`src/rtl/keypad_4x4_scanner.sv`:
```
// 4x4 matrix keypad scanner: walks one active-low column at a time, samples
// the synchronized rows, debounces whole-matrix scan results and reports the
// committed key with a press pulse and a sticky pending flag.
module keypad_4x4_scanner #(
  parameter int SCAN_DIV_BITS  = 15,
  parameter int DEBOUNCE_SCANS = 4
) (
  input  logic       clk,
  input  logic       rst_n,
  input  logic [3:0] rows,
  input  logic       key_clear,
  output logic [3:0] cols,
  output logic [3:0] key_code,
  output logic       key_down,
  output logic       key_press,
  output logic       key_pending
);

  localparam logic [3:0]               CNT_MAX = 4'(DEBOUNCE_SCANS - 1);
  localparam logic [SCAN_DIV_BITS-1:0] DIV_ONE = SCAN_DIV_BITS'(1);

  typedef enum logic {S_IDLE, S_HELD} state_t;

  logic [SCAN_DIV_BITS-1:0] r_div;
  logic [3:0]               r_sync1, r_row_s;
  logic [1:0]               r_col_idx;
  logic [3:0]               r_cols;
  logic                     r_acc_found;
  logic [3:0]               r_acc_code;
  logic                     r_prev_found;
  logic [3:0]               r_prev_code;
  logic [3:0]               r_stable_cnt;
  state_t                   r_state;
  logic [3:0]               r_key_code;
  logic                     r_key_down, r_key_press, r_key_pending;

  logic       w_tick;
  logic       w_col_hit;
  logic [1:0] w_row_sel;
  logic       w_scan_found;
  logic [3:0] w_scan_code;
  logic       w_scan_end;
  logic       w_same;
  logic [3:0] w_cnt_next;
  logic       w_commit;
  logic       w_press;
  logic [1:0] w_col_next;

  // Scan-result datapath: this column's hit merged with the running scan,
  // lowest column already wins because the accumulator is only filled once.
  always_comb begin
    w_tick    = &r_div;
    w_col_hit = ~&r_row_s;
    w_row_sel = 2'd0;
    for (int i = 3; i >= 0; i--)
      if (!r_row_s[i]) w_row_sel = 2'(i);
    w_scan_found = r_acc_found | w_col_hit;
    if (r_acc_found)    w_scan_code = r_acc_code;
    else if (w_col_hit) w_scan_code = {w_row_sel, r_col_idx};
    else                w_scan_code = 4'd0;  // "no key" always carries code 0
    w_scan_end = w_tick && (r_col_idx == 2'd3);
    w_same     = ({w_scan_found, w_scan_code} == {r_prev_found, r_prev_code});
    if (!w_same)                     w_cnt_next = 4'd0;
    else if (r_stable_cnt < CNT_MAX) w_cnt_next = r_stable_cnt + 4'd1;
    else                             w_cnt_next = CNT_MAX;
    w_commit   = w_scan_end && (w_cnt_next == CNT_MAX);
    w_press    = w_commit && w_scan_found && (r_state == S_IDLE);
    w_col_next = r_col_idx + 2'd1;
  end

  // Free-running scan divider; wraps naturally after the all-ones tick.
  always_ff @(posedge clk or negedge rst_n)
    if (!rst_n) r_div <= '0;
    else        r_div <= r_div + DIV_ONE;

  // Two-flop synchronizer for the asynchronous row lines (idle high).
  always_ff @(posedge clk or negedge rst_n)
    if (!rst_n) begin
      r_sync1 <= 4'hF;
      r_row_s <= 4'hF;
    end else begin
      r_sync1 <= rows;
      r_row_s <= r_sync1;
    end

  // Column walk, per-scan accumulation and consecutive-scan debounce.
  always_ff @(posedge clk or negedge rst_n)
    if (!rst_n) begin
      r_col_idx    <= 2'd0;
      r_cols       <= 4'b1110;
      r_acc_found  <= 1'b0;
      r_acc_code   <= 4'd0;
      r_prev_found <= 1'b0;
      r_prev_code  <= 4'd0;
      r_stable_cnt <= 4'd0;
    end else if (w_tick) begin
      r_col_idx <= w_col_next;
      r_cols    <= ~(4'b0001 << w_col_next);
      if (w_scan_end) begin
        r_prev_found <= w_scan_found;
        r_prev_code  <= w_scan_code;
        r_stable_cnt <= w_cnt_next;
        r_acc_found  <= 1'b0;
        r_acc_code   <= 4'd0;
      end else begin
        r_acc_found <= w_scan_found;
        r_acc_code  <= w_scan_code;
      end
    end

  // Press/release FSM with registered outputs; a set of pending beats a clear.
  always_ff @(posedge clk or negedge rst_n)
    if (!rst_n) begin
      r_state       <= S_IDLE;
      r_key_code    <= 4'd0;
      r_key_down    <= 1'b0;
      r_key_press   <= 1'b0;
      r_key_pending <= 1'b0;
    end else begin
      r_key_press <= 1'b0;
      case (r_state)
        S_IDLE:
          if (w_press) begin
            r_key_code  <= w_scan_code;
            r_key_down  <= 1'b1;
            r_key_press <= 1'b1;
            r_state     <= S_HELD;
          end
        S_HELD:
          if (w_commit && !w_scan_found) begin
            r_key_down <= 1'b0;
            r_state    <= S_IDLE;
          end
        default: r_state <= S_IDLE;
      endcase
      if (w_press)        r_key_pending <= 1'b1;
      else if (key_clear) r_key_pending <= 1'b0;
    end

  assign cols        = r_cols;
  assign key_code    = r_key_code;
  assign key_down    = r_key_down;
  assign key_press   = r_key_press;
  assign key_pending = r_key_pending;

endmodule

```
`config.mk`:
```
export PLATFORM = sky130hd
export DESIGN_NAME = keypad_4x4_scanner
export DESIGN_NICKNAME = d
export VERILOG_FILES = /design/src/rtl/keypad_4x4_scanner.sv
export SDC_FILE = /design/constraint.sdc
export NUM_CORES = 1
export LEC_CHECK = 0
export BUFFER_PORTS_ARGS = -buffer_cell sky130_fd_sc_hd__buf_2
export CAP_MARGIN = 20
export CELL_PAD_IN_SITES_DETAIL_PLACEMENT = 0
export CELL_PAD_IN_SITES_GLOBAL_PLACEMENT = 1
export CORE_MARGIN = 1
export CORE_UTILIZATION = 38
export CTS_CLUSTER_SIZE = 25
export DETAILED_ROUTE_END_ITERATION = 12
export GPL_TIMING_DRIVEN = 0
export HOLD_SLACK_MARGIN = 0.08
export PLACE_DENSITY_LB_ADDON = 0.1
export SYNTH_ARGS = -nofsm -noshare
export SYNTH_HDL_FRONTEND = slang
export SYNTH_SLANG_ARGS = --single-unit
export TNS_END_PERCENT = 5
```
`constraint.sdc`:
```
create_clock -name clk -period 2.4 [get_ports clk]
set_input_delay 0 -clock clk [delete_from_list [all_inputs] [get_ports clk]]
set_output_delay 0 -clock clk [all_outputs]
set_load 0.05 [all_outputs]
```
==> impl_metrics.ini, run 1 <==
[run_status]
run_status = finished clean

[synthesis]
post-synth-top-area-cell = sky130_fd_sc_hd__dfrtp_1
synth-main-ff-cell = sky130_fd_sc_hd__dfrtp_1
synthCells = 184
synth.yosys.seq_area_share_pct = 58.6
avg_synthesized_cell_area_um2 = 12.0
synthesis.area_um2 = 2200
yosysWarnings = 0
postSynth.asyncResetShare_pct = 100
synthesis.nets = 197
synth_top_area_share_pct = 45.5
largest_cells_by_area_after_synthesis = sky130_fd_sc_hd__dfrtp_1 (45%), sky130_fd_sc_hd__dfstp_2 (13%), sky130_fd_sc_hd__xnor2_1 (4.0%)
ys_types = 38
synth-seq-cells = 51
synth_edf_count = 0

[timing]
achievable-frequency_mhz = 437
min_hold_slack_ns = 0.159
setup_viol = 0
clock_skew_ns = 0.00754
maxSlewHeadroom_pct = 57.6
timing.final.crit_share_pct = 95.3
final_hold_viol_count = 0
worst_pin_slew_ns = 0.634
setup_ws_ns = 0.114
grt_setup_unrepaired = false
slew_viol_final = 0
post-route-min-period_ns = 2.29

[grt]
track_usage_pct = 14.4
wire_length_of_the_first_global_routing_pass_mm = 6.78
grt_antenna_before_repair = 0
globalRoute.totalOverflow = 0
busiest_layer = met2
met1_usage_pct = 19.1
via_count_of_the_first_global_routing_pass = 1447
met2_usage_pct = 23.1
globalRouteMet3Util_pct = 3.84
grt_max_degree = 52

[cts]
clock-root-buffer = sky130_fd_sc_hd__clkbuf_8
worstSkewPairLatency_ns = 0.30
tritoncts_buffers = 5
cts_tree = done
ctsLongestPathBuffers = 2
cts.sink_count = 51
clk_transition_reported_paths_ns = 0.09
ctsHtreeMaxLevel = 2

[pwr]
cellPowerDensity_nw_per_um2 = 572
p_leak_nw = 1.25
vdd_ir_drop_max_uv = 419

[setup_path]
cell_with_the_biggest_individual_delay_on_the_critical_path = sky130_fd_sc_hd__dfrtp_1
worst_r2r_endpoint = key_code[0]$_DFFE_PN0P_
crit_end_category = flip-flop
crit_arrival_ns = 2.48
setup.worst_path.start_class = flip-flop
rrSetupSlack_ns = 0.11
crit_required_ns = 2.59
critical-path-max-stage-delay_ns = 0.46
ff2ff_path_depth = 7
timing.critical_path.fanout_max = 6
worstReg2RegStart = r_col_idx[0]$_DFFE_PN0P_
criticalPathCategory = reg2reg
crit_chain = mux2_2 > a21o_1 > a2111oi_4 > o221ai_2 > nor4_4 > buf_4 > mux2_4

[final_layout]
final_core_utilization_pct = 48.0
fin_area_um2 = 2660
nets = 236
final_cell_mix = sky130_fd_sc_hd__dfrtp_1 (39), sky130_fd_sc_hd__nand2_1 (21), sky130_fd_sc_hd__buf_2 (18)
flow.area_growth_from_synthesis_pct = 20.9
fill_cells = 544
final_common_cell = sky130_fd_sc_hd__dfrtp_1
post_route_cells_drive_above_1_share_pct = 27.2
diodes = 0

[placed_design]
globalplace.congestion = 0.722
place_hpwl_mm = 2.70
dp_worst_setup_slack_ns = -0.339
number_of_buffers_inserted_by_port_buffering = 17
place_area_um2 = 2380

[drt]
routed-via-count = 1452
totalWireLength_mm = 3.94
route.antenna.remaining_nets = 0
initial_drt_markers = 64
via_per_inst = 4.91
first_pass_iters = 4
route.detailed.wl_per_inst_um = 13.3
drcViolationCount = 0

[floorplan]
placeableCoreArea_um2 = 5540
std_cell_rows = 27
chipWidth_um = 78.1
die_y_um = 78.1
io_pins = 18
die-area_um2 = 6100
start_util_pct = 39.7

[worst_hold_path]
worst_min_delay_path_category = in2async

[job]
max_cap_viol_count = 0
-- metrics by stage --
stage	TNS (ns)	total power, mW	std cells
CTS	0	1.54	293
detailed placement	-1.20	0.929	273
finish	0	1.52	296
global route	0	1.59	296
floorplan	0	0.903	184
global placement	-0.673	0.927	273
-- where the power goes --
group	switching [mW]	internal [mW]	leakage [nW]
Sequential	0.00313	0.871	0.658
Combinational	0.0283	0.0200	0.539
Clock	0.289	0.311	0.0581
-- layout make-up --
| cell class | count | area [um2] | share of cell area (%) |
|---|---|---|---|
| plain buffers | 3 | 12.5 | 0.470 |
| clock buffers | 5 | 68.8 | 2.59 |
| flip-flops and latches | 51 | 1290 | 48.5 |
| well taps | 72 | 90.1 | 3.39 |
| clock inverters | 3 | 43.8 | 1.65 |
| repair buffers | 32 | 225 | 8.47 |
| inverters | 9 | 33.8 | 1.27 |
| multi-input cells | 121 | 895 | 33.6 |
-- routing by layer --
metal / share of wire [%] / wire, um / vias up
met5: 0 / 0 / -
met4: 0.91 / 36 / 0
met3: 3.8 / 148 / 5
met2: 48 / 1880 / 25
met1: 48 / 1870 / 707
li1: - / - / 715
-- critical path: cells and delay by family, from the launching register on --
kind / cells / cell delay, ns
buffers and inverters: 1 / 0.18
and+or+nand+nor: 1 / 0.22
muxes: 2 / 0.62
AOI/OAI and AO/OA: 3 / 0.69
DFF: 1 / 0.46
-- cells in the mapped netlist (all sizes together) (2+ instances only) --
cell / n
dfrtp: 40
nand2: 21
dfstp: 11
nand3: 11
o21ai: 10
xnor2: 10
inv: 9
ha: 6
nor2: 6
a21o: 5
mux2: 5
and2: 4
and3: 4
nand2b: 4
nor4: 4
o31ai: 4
xor2: 4
a21oi: 3
nor3: 3
a22o: 2
clkbuf: 2
mux2i: 2
-- worst max-delay path by stage --
stage / from / to / slack, ns
2_1_floorplan: r_acc_found$_DFFE_PN0P_ / key_code[0]$_DFFE_PN0P_ / 0.09
3_3_place_gp: r_div[0]$_DFF_PN0_ / key_code[1]$_DFFE_PN0P_ / -0.25
3_5_place_dp: r_div[0]$_DFF_PN0_ / key_code[1]$_DFFE_PN0P_ / -0.34
4_1_cts: r_div[0]$_DFF_PN0_ / key_code[1]$_DFFE_PN0P_ / 0.01
5_1_grt: r_col_idx[0]$_DFFE_PN0P_ / key_code[0]$_DFFE_PN0P_ / 0.01
6_report: r_col_idx[0]$_DFFE_PN0P_ / key_code[0]$_DFFE_PN0P_ / 0.11
-- registers in the layout (all words and copies together) (netlist names), named ones only --
register and flops:
r_prev_found 1, key_pending 1, key_down 1, key_code 4, r_stable_cnt 4, r_prev_code 4
r_col_idx 2, r_sync1 4, r_row_s 4, key_press 1, r_div 15, r_acc_code 4
cols 4, r_acc_found 1
-- kinds of logic after synthesis --
| kind of cell | Yosys count | synth area share (%) |
|---|---|---|
| AND/OR/NAND/NOR | 62 | 15.4 |
| flip-flops | 51 | 58.6 |
| AO/OA/AOI/OAI | 32 | 11.1 |
| XOR/XNOR | 14 | 5.57 |
| buffers and inverters | 12 | 2.10 |
| multiplexers | 7 | 3.81 |
| adder cells (fa/ha/maj) | 6 | 3.41 |
-- timing repair --
item | CTS | global route
gates resized for setup | 4 | 3
hold buffers | 6 | 0
setup endpoints to repair | 6 | 4
pin swaps | 3 | 2
endpoints found under the hold margin | 45 | 0
setup buffers | 6 | 2
Note: power is estimated with default switching activity, not from simulation.
==> run 2, diff against run 1 <==
--- a/config.mk
+++ b/config.mk
@@ -13,7 +13,7 @@
 export CORE_UTILIZATION = 38
 export CTS_CLUSTER_SIZE = 25
 export DETAILED_ROUTE_END_ITERATION = 12
-export GPL_TIMING_DRIVEN = 0
+export GPL_TIMING_DRIVEN = 1
 export HOLD_SLACK_MARGIN = 0.08
 export PLACE_DENSITY_LB_ADDON = 0.1
 export SYNTH_ARGS = -nofsm -noshare
==> constraint.sdc (replaced) <==
create_clock -name clk -period 2.5 [get_ports clk]
set_input_delay 0 -clock clk [delete_from_list [all_inputs] [get_ports clk]]
set_output_delay 0 -clock clk [all_outputs]
set_load 0.05 [all_outputs]
==> run 2 against run 1 <==
Hold slack lost 0.062 ns. Maximum frequency shrank 3.7%. Utilization shrank 0.99 points. Sequential share of layout area grew 1.0 points. Clock power shrank 23%. Critical path depth is the same. Critical path type unchanged. Cell area shrank 2.1%. Setup slack gained 0.011 ns. Non-clock buffer count shrank 1. Clock-buffer cell count grew 1. Highest routed layer unchanged. Largest power group unchanged. Register-to-register slack is essentially flat. Flip-flop and latch count is the same.
==> impl_metrics.ini, run 2 (synthesis results as in run 1) <==
[final_layout]
diodes = 0
final_common_cell = sky130_fd_sc_hd__dfrtp_1
post_route_cells_drive_above_1_share_pct = 25.6
final_cell_mix = sky130_fd_sc_hd__dfrtp_1 (39), sky130_fd_sc_hd__nand2_1 (21), sky130_fd_sc_hd__buf_2 (17)
finish.cell_count_without_fillers = 295
nets = 235
largest_register_ffs = 15
fin_area_um2 = 2610
flow.area_growth_from_synthesis_pct = 18.4
largest_register = r_div
fill_cells = 538

[drt]
initial_drt_markers = 44
drcViolationCount = 0
via_per_inst = 4.93
routed-via-count = 1453
first_pass_iters = 4
totalWireLength_mm = 3.82
route.antenna.remaining_nets = 0
route.detailed.wl_per_inst_um = 12.9

[timing]
setup_viol = 0
grt_setup_unrepaired = false
achievable-frequency_mhz = 421
post-route-min-period_ns = 2.37
finalSetupTns_ns = 0
slew_viol_final = 0
clock_skew_ns = 0.0111
maxSlewHeadroom_pct = 65.7
final_hold_viol_count = 0
min_hold_slack_ns = 0.0971
worst_pin_slew_ns = 0.510
timing.final.crit_share_pct = 95.0

[grt]
grt_antenna_before_repair = 0
globalRoute.totalOverflow = 0
grt_max_degree = 52
met1_usage_pct = 19.0
met2_usage_pct = 22.0
via_count_of_the_first_global_routing_pass = 1384
globalRouteMet3Util_pct = 3.84
busiest_layer = met2
wire_length_of_the_first_global_routing_pass_mm = 6.67
track_usage_pct = 14.2

[pwr]
p_leak_nw = 1.24
cellPowerDensity_nw_per_um2 = 517
clockPowerShare_pct = 34.2
intPower_mw = 1.05
net_switching_power_of_the_design_mw = 0.294
power.share.combinational_pct = 3.5
p_seq_share_pct = 62.4
vdd_ir_drop_max_uv = 363
sw_share_pct = 21.9

[cts]
cts.sink_count = 51
ctsLongestPathBuffers = 2
worstSkewPairLatency_ns = 0.30
clk_transition_reported_paths_ns = 0.10
ctsHtreeMaxLevel = 2
clock-root-buffer = sky130_fd_sc_hd__clkbuf_8
cts_tree = done
tritoncts_buffers = 5

[floorplan]
die_y_um = 78.1
chipWidth_um = 78.1
die-area_um2 = 6100
start_util_pct = 39.7
io_pins = 18
std_cell_rows = 27
placeableCoreArea_um2 = 5540

[setup_path]
crit_arrival_ns = 2.57
timing.critical_path.fanout_max = 6
worstReg2RegStart = r_acc_found$_DFFE_PN0P_
setup.worst_path.start_class = flip-flop
criticalPathCategory = reg2reg
crit_end_category = flip-flop
crit_required_ns = 2.70
setup.worst_path.start = r_acc_found$_DFFE_PN0P_

[placed_design]
globalplace.congestion = 0.778
number_of_buffers_inserted_by_port_buffering = 17
place_hpwl_mm = 2.71
place_area_um2 = 2430
dpl.cell_count = 279

[worst_hold_path]
worst_min_delay_path_category = in2async

[job]
max_cap_viol_count = 0

[run_status]
run_status = finished clean
## run 2: final timing paths
| check | to | slack, ns | depth (start not counted) |
|---|---|---|---|
| setup / recovery | key_code[1]$_DFFE_PN0P_ | 0.13 | 7 |
| max in group asynchronous | r_sync1[0]$_DFF_PN1_ | 1.86 | 3 |
| min in group clk | r_sync1[1]$_DFF_PN1_ | 0.34 | 2 |
| hold reg to reg | r_row_s[3]$_DFF_PN1_ | 0.36 | 0 |
| hold / removal | r_col_idx[1]$_DFFE_PN0P_ | 0.1 | 2 |
| setup reg to reg | key_code[1]$_DFFE_PN0P_ | 0.13 | 7 |
## run 2: power groups by stage
| stage | Clock (mW) | Combinational [mW] | Sequential, mW |
|---|---|---|---|
| finish | 0.460 | 0.0465 | 0.839 |
| CTS | 0.485 | 0.0449 | 0.840 |
| global route | 0.515 | 0.0530 | 0.841 |
| global placement | 0 | 0.0366 | 0.855 |
| floorplan | 0 | 0.0121 | 0.855 |
| detailed placement | 0 | 0.0380 | 0.855 |
## run 2: area by class of cell
type	count	area, um2	area share [%]
Clock inverter	2	12.5	0.480
Clock buffer	6	72.6	2.79
Timing Repair Buffer	34	240	9.22
Inverter	9	33.8	1.30
Multi-Input combinational cell	121	865	33.2
Sequential cell	51	1290	49.6
Tap cell	72	90.1	3.46
## run 2: critical path, stage by stage, from the launching register on
cell and delay [ns]:
sky130_fd_sc_hd__dfrtp_2 0.42, sky130_fd_sc_hd__mux2_2 0.38, sky130_fd_sc_hd__a21o_1 0.21, sky130_fd_sc_hd__a2111oi_4 0.32, sky130_fd_sc_hd__o221ai_2 0.18, sky130_fd_sc_hd__nor4_4 0.27
sky130_fd_sc_hd__buf_4 0.19, sky130_fd_sc_hd__mux2_4 0.30
## run 2: per-layer routing
metal	share of wire (%)	vias up
li1	-	712
met1	50	711
met2	45	24
met3	3.4	6
met4	1.4	0
met5	0	-
## run 2: timing repair
action,4_1_cts,5_1_grt
setup endpoints to repair,0,4
buffers inserted,0,1
resized for setup,0,1
hold buffers,6,0
hold endpoints to repair,45,0
## run 2: through the flow
step | util [%] | setup WS, ns | total power [mW]
after floorplan | - | 0.188 | 0.867
after global placement | 43.9 | 0.160 | 0.891
after detailed placement | 43.9 | 0.0870 | 0.893
after CTS | 46.5 | 0.0747 | 1.37
after global routing | 47.0 | 0.0298 | 1.41
final | 47.0 | 0.125 | 1.35
